===== src/rtl/lsu_mem_stage.sv =====
// Load/store unit in front of DMEM: accepts one EX request at a time, checks alignment,
// drives the DMEM access and returns a one-cycle response. Define LSU_MISALIGN_SPLIT_EN for byte-serial misaligned access.
module lsu_mem_stage #(
    parameter int RD_W = 5
) (
    input  logic            clk,
    input  logic            rst,
    input  logic            req_valid,
    output logic            req_ready,
    input  logic            req_load,
    input  logic            req_store,
    input  logic [1:0]      req_size,
    input  logic            req_unsigned,
    input  logic [31:0]     req_addr,
    input  logic [31:0]     req_wdata,
    input  logic [RD_W-1:0] req_rd,
    output logic            resp_valid,
    output logic            resp_is_load,
    output logic [RD_W-1:0] resp_rd,
    output logic [31:0]     resp_data,
    output logic            misalign_exc,
    output logic [31:0]     exc_addr,
    output logic            dmem_read,
    output logic            dmem_write,
    output logic            dmem_sign_extend,
    output logic [1:0]      dmem_size,
    output logic [31:0]     dmem_addr,
    output logic [31:0]     dmem_wdata,
    input  logic [31:0]     dmem_rdata
);

    typedef enum logic [1:0] {IDLE, ISSUE, WAIT, DONE} state_t;

    state_t            state_q, state_d;
    logic              load_q, load_d;
    logic              uns_q, uns_d;
    logic [1:0]        size_q, size_d;
    logic [31:0]       addr_q, addr_d;
    logic [31:0]       wdata_q, wdata_d;
    logic [RD_W-1:0]   rd_q, rd_d;
    logic              exc_q, exc_d;
    logic              split_q, split_d;
    logic [1:0]        idx_q, idx_d;
    logic [31:0]       data_q, data_d;

    logic              accept;
    logic              misaligned;
    logic [1:0]        req_size_n;
    logic [1:0]        last_idx;
    logic [31:0]       asm_data;

    always_ff @(posedge clk) begin
        if (rst) begin
            state_q <= IDLE;
            load_q  <= 1'b0;
            uns_q   <= 1'b0;
            size_q  <= 2'b00;
            addr_q  <= '0;
            wdata_q <= '0;
            rd_q    <= '0;
            exc_q   <= 1'b0;
            split_q <= 1'b0;
            idx_q   <= 2'b00;
            data_q  <= '0;
        end else begin
            state_q <= state_d;
            load_q  <= load_d;
            uns_q   <= uns_d;
            size_q  <= size_d;
            addr_q  <= addr_d;
            wdata_q <= wdata_d;
            rd_q    <= rd_d;
            exc_q   <= exc_d;
            split_q <= split_d;
            idx_q   <= idx_d;
            data_q  <= data_d;
        end
    end

    // Size 11 is folded to word at acceptance so the rest of the FSM sees only 00/01/10.
    assign req_size_n = (req_size == 2'b11) ? 2'b10 : req_size;
    assign misaligned = ((req_size_n == 2'b01) && req_addr[0]) ||
                        ((req_size_n == 2'b10) && (req_addr[1:0] != 2'b00));
    assign req_ready  = (state_q == IDLE) && !rst;
    assign accept     = req_valid && req_ready && (req_load || req_store);
    assign last_idx   = (size_q == 2'b01) ? 2'd1 : 2'd3;

    always_comb begin
        state_d  = state_q;
        load_d   = load_q;
        uns_d    = uns_q;
        size_d   = size_q;
        addr_d   = addr_q;
        wdata_d  = wdata_q;
        rd_d     = rd_q;
        exc_d    = exc_q;
        split_d  = split_q;
        idx_d    = idx_q;
        data_d   = data_q;
        asm_data = data_q;
        asm_data[{idx_q, 3'b000} +: 8] = dmem_rdata[7:0];
        case (state_q)
            IDLE: begin
                if (accept) begin
                    load_d  = req_load;
                    uns_d   = req_unsigned;
                    size_d  = req_size_n;
                    addr_d  = req_addr;
                    wdata_d = req_wdata;
                    rd_d    = req_rd;
                    idx_d   = 2'b00;
                    data_d  = '0;
                    exc_d   = 1'b0;
                    split_d = 1'b0;
                    state_d = ISSUE;
                    if (misaligned) begin
`ifdef LSU_MISALIGN_SPLIT_EN
                        split_d = 1'b1;
`else
                        exc_d   = 1'b1;
                        state_d = DONE;
`endif
                    end
                end
            end
            ISSUE: begin
                if (load_q) begin
                    state_d = WAIT;
                end else if (split_q && (idx_q != last_idx)) begin
                    idx_d = idx_q + 2'd1;
                end else begin
                    state_d = DONE;
                end
            end
            WAIT: begin
                if (!split_q) begin
                    data_d  = dmem_rdata;
                    state_d = DONE;
                end else if (idx_q != last_idx) begin
                    data_d  = asm_data;
                    idx_d   = idx_q + 2'd1;
                    state_d = ISSUE;
                end else begin
                    // Bytes were fetched unextended; apply the half-word extension once assembled.
                    data_d  = (size_q == 2'b01) ?
                              {{16{!uns_q && asm_data[15]}}, asm_data[15:0]} : asm_data;
                    state_d = DONE;
                end
            end
            DONE: state_d = IDLE;
            default: state_d = IDLE;
        endcase
    end

    always_comb begin
        resp_valid       = 1'b0;
        resp_is_load     = 1'b0;
        resp_rd          = '0;
        resp_data        = '0;
        misalign_exc     = 1'b0;
        exc_addr         = '0;
        dmem_read        = 1'b0;
        dmem_write       = 1'b0;
        dmem_sign_extend = 1'b0;
        dmem_size        = 2'b00;
        dmem_addr        = '0;
        dmem_wdata       = '0;
        if (!rst && (state_q == DONE)) begin
            resp_valid   = 1'b1;
            resp_is_load = load_q;
            resp_rd      = rd_q;
            resp_data    = data_q;
            misalign_exc = exc_q;
            exc_addr     = exc_q ? addr_q : '0;
        end
        if (!rst && (state_q == ISSUE)) begin
            dmem_read        = load_q;
            dmem_write       = !load_q;
            dmem_sign_extend = split_q ? 1'b0 : !uns_q;
            dmem_size        = split_q ? 2'b00 : size_q;
            dmem_addr        = addr_q + {30'b0, idx_q};
            dmem_wdata       = split_q ? {24'b0, wdata_q[{idx_q, 3'b000} +: 8]} : wdata_q;
        end
    end

endmodule


===== config.mk =====
export PLATFORM = sky130hd
export DESIGN_NAME = lsu_mem_stage
export DESIGN_NICKNAME = d
export VERILOG_FILES = /design/src/rtl/lsu_mem_stage.sv
export SDC_FILE = /design/constraint.sdc
export NUM_CORES = 1
export LEC_CHECK = 0
export ABC_CLOCK_PERIOD_IN_PS = 2400
export CAP_MARGIN = 5
export CORE_MARGIN = 4
export CORE_UTILIZATION = 40
export DETAILED_ROUTE_END_ITERATION = 8
export PLACE_DENSITY = 0.85
export SLEW_MARGIN = 40
export SYNTH_ARGS = -nofsm -noshare
export SYNTH_HDL_FRONTEND = slang
export SYNTH_SLANG_ARGS = --single-unit

===== constraint.sdc =====
create_clock -name clk -period 2.4 [get_ports clk]
set_input_delay 0.72 -clock clk [delete_from_list [all_inputs] [get_ports clk]]
set_output_delay 0.72 -clock clk [all_outputs]
set_load 0.02 [all_outputs]

After elaboration in Yosys (flattened, before gate mapping)
Index checks and enable logic that the tools add are counted.

Output and inout bits: 142. Input port bits: 109. Register bits after elaboration: 110.

Add/sub/neg operators: 1. Eq/ne operators: 11. Bitwise logic cells: 2. Muxes and demuxes: 24. Reductions and logical operators: 19.

Operator list (count): $mux W32 (6); $pmux W32 S2 (1); $add A32 B2 Y32 (1); $mux W2 (7); $eq A2 B2 Y1 const B (4); $mux W1 (8); $pmux W2 S4 (1); $logic_and A1 B1 Y1 (7); $eq A2 B1 Y1 const B (3); $ne A2 B2 Y1 const B (3); $reduce_and A6 Y1 (1); $mux W5 (1); $reduce_and A2 Y1 (2); $reduce_bool A2 Y1 (2); $logic_not A1 Y1 (3); $reduce_bool A3 Y1 (1); $logic_not A2 Y1 (1); $logic_or A1 B1 Y1 (2); $ne A2 B2 Y1 (1); $not A1 Y1 (2).

Depth between registers and ports, before layout
Depth after elaboration: 8. Mapped depth: 9.

Least setup slack after synthesis
No wires, ideal clock.

Path kind: input to output. Start point: input rst. End point: output dmem_addr[0]. Buffers on the path: 3. Stages on the path: 5. Data required time: 1.680 ns. Slack: -0.018 ns. Data arrival time: 1.698 ns. Path through: buf_2 -> nor2b_1 -> buf_1 -> clkbuf_2 -> and2_1.

Word-level cells in the longest chain between the ends: 3.

Ends and longest elaborated chain: start: declaration (RTL line 7) `input logic rst,`; $logic_not A1 Y1 (RTL line 176) `if (!rst && (state_q == ISSUE)) begin`; $logic_and A1 B1 Y1 (RTL line 176); $mux W32 (RTL line 176); end: declaration (RTL line 27) `output logic [31:0] dmem_addr,`.

Every way passes these cells.

Worst setup path in the final report
Start point: register state_q[0]. End point: output exc_addr[16].

Word-level cells in the longest chain between the ends: 3.

Ends and longest elaborated chain: start: declaration (RTL line 34) `state_t state_q, state_d;`; start signal: assignment (RTL line 66) `state_q <= state_d;`; $eq A2 B2 Y1 (RTL line 168) `if (!rst && (state_q == DONE)) begin`; $logic_and A1 B1 Y1 (RTL line 168); $mux W32 (RTL line 168); end: declaration (RTL line 22) `output logic [31:0] exc_addr,`.

Every way passes these cells.

==> results.yml <==
status:
  outcome: "finished clean"
synth:
  syn_nets: 694
  syn_avg_cell_area_um2: 8.17
  syn-cell-area_mm2: 0.00474
  synth_mux_area_share_pct: 0.423
  synth_compound_area_share_pct: 15.0
  synth_top_family_by_area: "simple AND/OR/NAND/NOR gates"
  synthSimpleGateAreaFrac_pct: 31.2
  synth_xor_area_share_pct: 0
  synthAdderAreaFrac_pct: 1.32
  yosysWarnings: 0
  synthCells: 580
  synth.yosys.seq_area_share_pct: 45.7
  synth-seq-cells: 108
  synthDistinctLibCells: 28
pwr:
  p_leak_nw: 3.46
  peakVddDrop_mv: 0.640
  powerDensity_mw_per_mm2: 699
routing:
  via_per_inst: 4.99
  ant_nets: 0
  dr.pass1.iters: 4
  wl_mm: 16.0
  drt_iter0_drc: 256
  drc_errors: 0
  vias: 4831
  wl_per_cell_um: 16.5
finish:
  drive_gt1_share_pct: 28.5
  layout_common_cells: "nand2_1 (145), clkdlybuf4s50_1 (107), dfxtp_1 (106)"
  antenna_cells: 0
  syn2layout_area_growth_pct: 63.5
  fin_cells: 968
  final_nets: 934
  final_common_cell: "nand2_1"
  final_util_pct: 67.2
die:
  dieArea_mm2: 0.0136
  start_util_pct: 41.1
  dieWidth_um: 117
  ios: 251
  die_h_um: 117
  num_rows: 39
  core_mm2: 0.0115
timing:
  report.final.slew_viol_count: 0
  fin_crit_ns: 2.40
  fin_crit_sh_pct: 99.8
  tightest_slew_ns: 0.737
  timing.fmax_mhz: 417
  final_hold_viol_count: 0
  finClkSkew_ns: 0.00344
  rsz0062_at_grt: "yes"
  setup_viol: 0
  max_slew_margin_pct: 50.9
global_routing:
  track_usage_pct: 21.9
  grt_overflow: 0
  grt_pass1_vias: 4676
  antenna_found_initial: 0
  grt_pass1_wl_mm: 23.5
  grt_max_degree: 74
critical_path:
  path_cells: "ha_1 -> nor2b_4 -> buf_6 -> clkbuf_16 -> and3_4 -> buf_6"
  r2r-end: "rd_q[2]"
  cp.required_ns: 1.68
  crit_family: "buffers and inverters"
  cp-endpoint: "exc_addr[16]"
  rr_worst_depth: 8
  crit_start: "state_q[0]"
  start_kind: "register"
  timing.rr.start: "state_q[0]"
  worst_path_max_delay_cell: "dfxtp_2"
  cp.depth: 6
  crit_arrival_ns: 1.68
  path_class: "reg -> out"
  crit_path_frequent_cell: "buf_6"
  cp_slowest_stage_delay_ns: 0.37
  rrSetupSlack_ns: 0.63
  cp-end-kind: "output pin"
  cp_max_fo: 7
  crit_buf_inv: 3
min_path:
  hold_path.class: "reg -> reg"
  worstHoldStart: "wdata_q[1]"
flow_run:
  drv_cap: 0
place:
  dpl.hpwl_mm: 11.0
  port_buffers: 250
  placed_cells: 943
  place_congestion: 0.802
clocking:
  cts_buffer_depth: 2
  worstSkewPairLatency_ns: 0.35
  root_buffer: "clkbuf_16"
  clock-sinks: 108
  numCtsBuffers: 9
  cts.clk_slew.worst_paths_ns: 0.07
  htreeDepth: 3
  cts_tree: "built"
  ctsHoldBuffers: 0
flip-flops by register name, indices dropped and copies added (netlist names), 2 cells and up:
name     count
rd_q         5
size_q       2
wdata_q     32
data_q      32
state_q      2
addr_q      32
through the flow:
| step | TNS [ns] | cell area, um^2 | total power [mW] | hold slack (ns) | setup WS (ns) |
|---|---|---|---|---|---|
| final | 0 | 7740 | 5.41 | 0.443 | 0.00372 |
| after global routing | -2.20 | 7740 | 5.71 | 0.471 | -0.0590 |
| after CTS | -0.0482 | 7610 | 5.35 | 0.448 | -0.0126 |
| after detailed placement | -130.67 | 7430 | 3.74 | 0.438 | -0.822 |
| after global placement | -124.04 | 7430 | 3.67 | 0.431 | -0.805 |
| after floorplan | 0 | 4740 | 3.07 | 0.424 | 0.00152 |
metal layers:
layer	track usage, %	part of all wire (%)
met3	8.53	9.4
met4	7.65	2.5
met1	24.4	39
met5	0	0
met2	38.1	49
worst register-to-register path, cell delays in order (launching register included):
cell,delay [ns]
dfxtp_2,0.35
inv_1,0.16
ha_1,0.25
inv_2,0.10
nor3_4,0.26
buf_4,0.23
buf_12,0.19
nand2_1,0.10
o21ai_1,0.08
where the power goes:
part / total (mW) / leakage, nW / switching (mW) / internal, mW
sequential: 2.27 / 0.882 / 0.180 / 2.09
clock: 1.52 / 0.146 / 0.671 / 0.847
combinational: 1.63 / 2.43 / 0.828 / 0.797
cells in the mapped netlist:
master	n	share of area, %
ha_1	5	1.3
a221oi_1	1	0.18
a22o_1	32	5.9
buf_6	8	1.9
a21o_1	1	0.16
clkbuf_2	6	0.63
inv_1	4	0.32
a21oi_1	1	0.11
clkbuf_1	19	1.5
o21ai_2	1	0.18
nor3_2	1	0.21
a211oi_2	1	0.26
o21ai_0	44	4.6
buf_2	12	1.3
nor3b_1	1	0.16
dfxtp_1	108	46
nor2_1	9	0.71
nand2_1	145	11
nand3b_1	1	0.16
and2_1	105	14
and3_1	33	4.4
nor2b_1	2	0.26
buf_4	4	0.63
a211oi_1	2	0.32
o21ai_1	30	3.2
inv_2	1	0.079
buf_1	1	0.079
mux2i_1	2	0.42
area by class of cell:
| cell class | instances | area, um^2 |
|---|---|---|
| fillers | 917 | 3770 |
| flip-flops and latches | 108 | 2160 |
| clock inverters | 6 | 71.3 |
| repair buffers | 279 | 2640 |
| multi-input cells | 417 | 2430 |
| well taps | 143 | 179 |
| inverters | 5 | 18.8 |
| clock buffers | 10 | 239 |
kinds of logic after synthesis:
family / count (synthesis)
flip-flops: 108
AND/OR/NAND/NOR: 297
multiplexers: 2
AO/OA/AOI/OAI: 113
adder cells (fa/ha/maj): 5
buffers and inverters: 55
repair_timing:
action / 4_1_cts / 5_1_grt
pin swaps: 0 / 5
endpoints found under the setup margin: 174 / 135
buffers inserted: 5 / 1
gates cloned: 2 / 3
gates resized for setup: 591 / 148
hold endpoints to repair: 0 / 0
worst min-delay path by stage:
stage / slack (ns) / cells past startpoint / endpoint
detailed placement: 0.44 / 2 / wdata_q[6]
finish: 0.44 / 2 / wdata_q[1]
global route: 0.47 / 2 / wdata_q[1]
floorplan: 0.42 / 2 / rd_q[0]
CTS: 0.45 / 2 / wdata_q[1]
global placement: 0.43 / 2 / wdata_q[1]
Power figures use the tool's default switching activity.
